==> config.mk <==
export PLATFORM = sky130hd
export DESIGN_NAME = wb_trace_buffer
export DESIGN_NICKNAME = d
export VERILOG_FILES = /design/src/rtl/wb_trace_buffer.sv
export SDC_FILE = /design/constraint.sdc
export NUM_CORES = 1
export LEC_CHECK = 0
export ABC_CLOCK_PERIOD_IN_PS = 3800
export BUFFER_PORTS_ARGS = -buffer_cell sky130_fd_sc_hd__buf_2
export CAP_MARGIN = 15
export CORE_MARGIN = 2
export CORE_UTILIZATION = 55
export DETAILED_ROUTE_END_ITERATION = 8
export PLACE_DENSITY = 0.76
export SLEW_MARGIN = 0
export SYNTH_ARGS = -nofsm -noshare
export SYNTH_HDL_FRONTEND = slang
export SYNTH_SLANG_ARGS = --single-unit
==> constraint.sdc <==
create_clock -name clk -period 3.8 [get_ports clk]
set_clock_uncertainty 0.1 [all_clocks]
set_input_delay 0.57 -clock clk [delete_from_list [all_inputs] [get_ports clk]]
set_output_delay 0.57 -clock clk [all_outputs]
set_load 0.005 [all_outputs]
==> src/rtl/wb_trace_buffer.sv <==
// Circular capture buffer for CPU writeback events, frozen a fixed number of samples after a PC trigger.
// Optional: define WB_TRACE_SKIP_X0_EN to drop writebacks to x0 entirely.
module wb_trace_buffer #(
  parameter int unsigned DATA_W    = 32,
  parameter int unsigned ADDR_W    = 12,
  parameter int unsigned DEPTH     = 16,
  parameter int unsigned POST_TRIG = 8,
  localparam int unsigned ENTRY_W  = ADDR_W + 5 + DATA_W,
  localparam int unsigned IDX_W    = $clog2(DEPTH)
) (
  input  logic               clk,
  input  logic               rst,
  input  logic               arm,
  input  logic               force_trig,
  input  logic [ADDR_W-1:0]  trig_pc,
  input  logic               wb_valid,
  input  logic [4:0]         wb_rd,
  input  logic [DATA_W-1:0]  wb_data,
  input  logic [ADDR_W-1:0]  wb_pc,
  input  logic [IDX_W-1:0]   rd_idx,
  output logic [ENTRY_W-1:0] rd_entry,
  output logic [IDX_W:0]     count,
  output logic [IDX_W-1:0]   trig_idx,
  output logic               capturing,
  output logic               done
);

  typedef enum logic [1:0] {StIdle, StPretrig, StPosttrig, StDone} state_e;

  localparam logic [IDX_W:0]   CountFull   = (IDX_W + 1)'(DEPTH);
  localparam logic [IDX_W-1:0] PostInit    = IDX_W'(POST_TRIG);
  localparam logic [IDX_W-1:0] TrigIdxWrap = IDX_W'(DEPTH - 1 - POST_TRIG);

  state_e             state_q, state_d;
  logic [IDX_W-1:0]   wr_ptr_q, wr_ptr_d;
  logic [IDX_W:0]     count_q, count_d;
  logic [IDX_W-1:0]   post_cnt_q, post_cnt_d;
  logic [IDX_W-1:0]   trig_idx_q, trig_idx_d;
  logic               capturing_q, done_q;
  logic [ENTRY_W-1:0] rd_entry_q, rd_entry_d;
  logic [ENTRY_W-1:0] mem [DEPTH];

  logic               in_capture;
  logic               sample;
  logic               trig_hit;
  logic               mem_we;
  logic               will_wrap;
  logic [IDX_W-1:0]   base;
  logic [IDX_W-1:0]   rd_addr;

  assign in_capture = (state_q == StPretrig) || (state_q == StPosttrig);
`ifdef WB_TRACE_SKIP_X0_EN
  assign sample     = wb_valid && in_capture && (wb_rd != 5'd0);
`else
  assign sample     = wb_valid && in_capture;
`endif
  assign trig_hit   = (state_q == StPretrig) && ((wb_pc == trig_pc) || force_trig);
  // Buffer will be full when frozen, so the final base is the write pointer after the
  // post-trigger samples and the trigger sits a fixed distance back from the newest entry.
  assign will_wrap  = (32'(count_q) + 32'd1 + POST_TRIG) >= DEPTH;

  always_comb begin
    state_d    = state_q;
    wr_ptr_d   = wr_ptr_q;
    count_d    = count_q;
    post_cnt_d = post_cnt_q;
    trig_idx_d = trig_idx_q;
    mem_we     = 1'b0;
    if (arm) begin
      state_d    = StPretrig;
      wr_ptr_d   = '0;
      count_d    = '0;
      post_cnt_d = '0;
      trig_idx_d = '0;
    end else if (sample) begin
      mem_we   = 1'b1;
      wr_ptr_d = wr_ptr_q + 1'b1;
      if (count_q != CountFull) begin
        count_d = count_q + 1'b1;
      end
      if (trig_hit) begin
        trig_idx_d = will_wrap ? TrigIdxWrap : wr_ptr_q;
        if (POST_TRIG == 0) begin
          state_d = StDone;
        end else begin
          state_d    = StPosttrig;
          post_cnt_d = PostInit;
        end
      end else if (state_q == StPosttrig) begin
        post_cnt_d = post_cnt_q - 1'b1;
        if (post_cnt_q == IDX_W'(1)) begin
          state_d = StDone;
        end
      end
    end
  end

  // Oldest entry is slot 0 until the buffer wraps, then it is the next slot to be written.
  assign base    = (count_q == CountFull) ? wr_ptr_q : '0;
  assign rd_addr = base + rd_idx;

  always_comb begin
    rd_entry_d = '0;
    if ({1'b0, rd_idx} < count_q) begin
      rd_entry_d = mem[rd_addr];
    end
  end

  always_ff @(posedge clk) begin
    if (rst) begin
      state_q     <= StIdle;
      wr_ptr_q    <= '0;
      count_q     <= '0;
      post_cnt_q  <= '0;
      trig_idx_q  <= '0;
      capturing_q <= 1'b0;
      done_q      <= 1'b0;
      rd_entry_q  <= '0;
    end else begin
      state_q     <= state_d;
      wr_ptr_q    <= wr_ptr_d;
      count_q     <= count_d;
      post_cnt_q  <= post_cnt_d;
      trig_idx_q  <= trig_idx_d;
      capturing_q <= (state_d == StPretrig) || (state_d == StPosttrig);
      done_q      <= (state_d == StDone);
      rd_entry_q  <= rd_entry_d;
    end
  end

  always_ff @(posedge clk) begin
    if (mem_we && !rst) begin
      mem[wr_ptr_q] <= {wb_pc, wb_rd, wb_data};
    end
  end

  assign rd_entry  = rd_entry_q;
  assign count     = count_q;
  assign trig_idx  = trig_idx_q;
  assign capturing = capturing_q;
  assign done      = done_q;

endmodule

==> results.yml <==
timing:
  finalSetupViolCount: 0
  fin_setup_tns_ns: 0
  slew_violations: 0
  hold_viol: 0
  fin_crit_ns: 3.68
  tightest_slew_ns: 0.689
  maxSlewHeadroom: 0.541
  grt_setup_unrepaired: "false"
  fmax_ghz: 0.271
  min_period_over_period: 0.970
placement:
  dp_hpwl_mm: 40.7
  gp_congestion: 0.810
  port_buffers: 129
hold_path:
  hp-class: "input port to flop"
critical_path:
  crit_family: "compound AO/OA/AOI/OAI gates"
  critPathLaunchType: "flop"
  crit_type: "flop to flop"
  cpPeakStageDelay_ns: 0.55
  arrival_ns: 4.14
  crit_buf_inv: 3
  required_ns: 4.26
  end_kind: "flop"
  crit_chain: "inv_1 -> ha_1 -> nor4bb_2 -> and2_1 -> ha_1 -> a21oi_1 -> nand2_1 -> a21oi_4 -> buf_4 -> nor3_1 -> a2111oi_1 -> buf_4"
  path_max_fanout: 11
  critPathSlowestCell: "a2111oi_1"
detailed_routing:
  wl_met3_mm: 7.93
  route.met2.wl_mm: 37.6
  vias_per_cell: 6.51
  drt-initial-drc-count: 2205
  num_vias: 17028
  drt-total-wl_mm: 77.5
  ant_nets: 0
  dr.max_layer_used: "met5"
  route.detailed.drc: 0
  wl_met1_mm: 29.7
  wl_per_cell_um: 29.6
  firstDrtPassIters: 7
synthesis:
  synth_enable_flop_cells: 784
  synth_most_common_cell: "edfxtp_1"
  netlist_area_um2: 33200
  synth.area.top_cells: "edfxtp_1, mux4_2, dfxtp_1"
  yosysUniqueCellTypes: 49
  ys_seq_area_frac: 0.751
  yosysWarningCount: 0
  post-synth-top-area-cell: "edfxtp_1"
  syn_nets: 1657
  ys_seq_elements: 854
  avgSynthCellArea_um2: 21.2
  synth_ff_type: "edfxtp_1"
  yosys-top-cells-count: "edfxtp_1, mux4_2, dfxtp_1"
  synth_cells: 1569
  async_flop_share: 0
  synth_top_area_frac: 0.709
power_and_ir_drop:
  vdd_drop_max_v: 0.000330
  power.total_mw: 19.4
  combPwrFrac: 0.046
  p_leak_nw: 12.2
  p_int_mw: 15.5
  swShare: 0.200
  clkPwrFrac: 0.423
  power.density_nw_per_um2: 509
  seqPwrFrac: 0.531
  p_switching_mw: 3.89
floorplan:
  num_rows: 90
  fp.dieW_um: 250
  core_um2: 60000
  pin_count: 130
  dieArea_um2: 62300
  die_h_um: 250
  initial_core_util: 0.553
layout:
  syn_to_final_growth_pct: 14.7
  multiInputGateArea_um2: 7860
  drive_gt1_frac: 0.346
  ff_latch_area_um2: 24900
  layout.nets: 1856
  fillers: 3863
clock_network:
  cts.sinks: 854
  cts_root_buffer: "clkbuf_16"
  clkLatencyLatePin_ns: 0.62
  clk_pin_slew_ns: 0.06
  cts_max_path_buffers: 3
  cts_tree: "yes"
  cts_setup_buffers: 0
  cts_buffers: 84
  ctsHtreeMaxLevel: 3
outcome:
  status: "finished clean"
flow_run:
  maxCapViolations: 0
global_routing:
  grt_max_degree: 94
  grt_pass1_wl_mm: 114
  grt_remaining_overflow: 0
  antenna_found_initial: 5
  grt.total_usage: 0.251
  grt_pass1_vias: 17453
layout make-up:
| cell class | count | area share |
|---|---|---|
| inverters | 13 | 0.00128 |
| diodes | 4 | 0.000263 |
| multi-input cells | 598 | 0.206 |
| clock inverters | 40 | 0.0108 |
| repair buffers | 217 | 0.0402 |
| well taps | 782 | 0.0257 |
| flip-flops and latches | 854 | 0.655 |
| clock buffers | 109 | 0.0601 |
cells by family after synthesis:
group | synth area share
flip-flops | 0.751
AO/OA/AOI/OAI | 0.0367
multiplexers | 0.151
AND/OR/NAND/NOR | 0.0313
adder cells (fa/ha/maj) | 0.00701
buffers and inverters | 0.0175
XOR/XNOR | 0.00528
cells in the final DEF (no fill, tap or decap), types with 3 or more instances in the layout:
cell,n
a2111oi_2,10
nand3_1,9
dfxtp_1,70
nor3_2,10
nor2_4,16
mux4_2,196
clkbuf_16,87
a221oi_1,39
diode_2,4
inv_1,12
nand4_1,6
clkbuf_8,3
mux2_2,49
xnor2_1,18
clkinv_2,9
a221oi_2,10
nand2_1,20
clkinv_1,19
buf_4,70
nor4_1,3
a2111oi_1,39
a21oi_1,6
buf_2,129
nor2_1,15
ha_1,16
o21ai_0,5
clkbuf_1,19
a21o_1,3
nor3_1,42
bufinv_16,9
mux2i_1,4
buf_12,18
edfxtp_1,784
nor2b_1,52
final timing paths:
check / from / endpoint / slack [ns] / cells after the start
worst max-delay path: count[1]$_SDFFE_PP0P_ / rd_entry[37]$_SDFF_PP0_ / 0.12 / 12
worst min-delay path: arm / state_q[0]$_SDFF_PP0_ / 0.18 / 3
worst max register to register: count[1]$_SDFFE_PP0P_ / rd_entry[37]$_SDFF_PP0_ / 0.12 / 12
worst min register to register: trig_idx[2]$_SDFFE_PP0P_ / trig_idx[2]$_SDFFE_PP0P_ / 0.36 / 2
layer usage:
layer | track usage | vias up
met4 | 0.0864 | 4
met3 | 0.0461 | 146
met5 | 0 | -
met2 | 0.402 | 1057
met1 | 0.352 | 8844
li1 | - | 6977
per-stage QoR:
stage          hold slack (ns)  cell area, µm²  setup WS, ns  cells   util
6_report                 0.182           38100         0.115   2617  0.634
5_1_grt                  0.209           38100       0.00500   2614  0.634
4_1_cts                  0.157           38100        0.0704   2613  0.634
3_3_place_gp             0.347           35400        0.0680   2464  0.589
3_5_place_dp             0.345           35400        0.0168   2464  0.589
2_1_floorplan            0.348           33200        -0.345   1569      -
worst register-to-register path, stage by stage (launching register included):
cell       delay (ns)
dfxtp_1          0.31
inv_1            0.09
ha_1             0.22
nor4bb_2         0.42
and2_1           0.19
ha_1             0.29
a21oi_1          0.18
nand2_1          0.23
a21oi_4          0.40
buf_4            0.33
nor3_1           0.09
a2111oi_1        0.55
buf_4            0.24
power groups by stage:
| stage | registers [mW] | logic [mW] | clock network [mW] |
|---|---|---|---|
| 6_report | 10.3 | 0.897 | 8.20 |
| 5_1_grt | 10.3 | 0.962 | 8.62 |
| 4_1_cts | 10.3 | 0.902 | 8.28 |
| 3_5_place_dp | 10.5 | 0.890 | 0 |
| 3_3_place_gp | 10.5 | 0.863 | 0 |
| 2_1_floorplan | 10.5 | 0.532 | 0 |
sequential cells by signal, indices dropped and copies added (netlist names):
| name | flops |
|---|---|
| capturing | 1 |
| post_cnt_q | 4 |
| rd_entry | 49 |
| mem | 784 |
| count | 5 |
| wr_ptr_q | 4 |
| trig_idx | 4 |
| state_q | 2 |
| done | 1 |
timing repair:
action / CTS / global route
gates cloned: 0 / 0
resized for setup: 1 / 1
setup endpoints to repair: 1 / 1
hold buffers: 0 / 0
No activity file was read; power rests on OpenSTA's default activity.
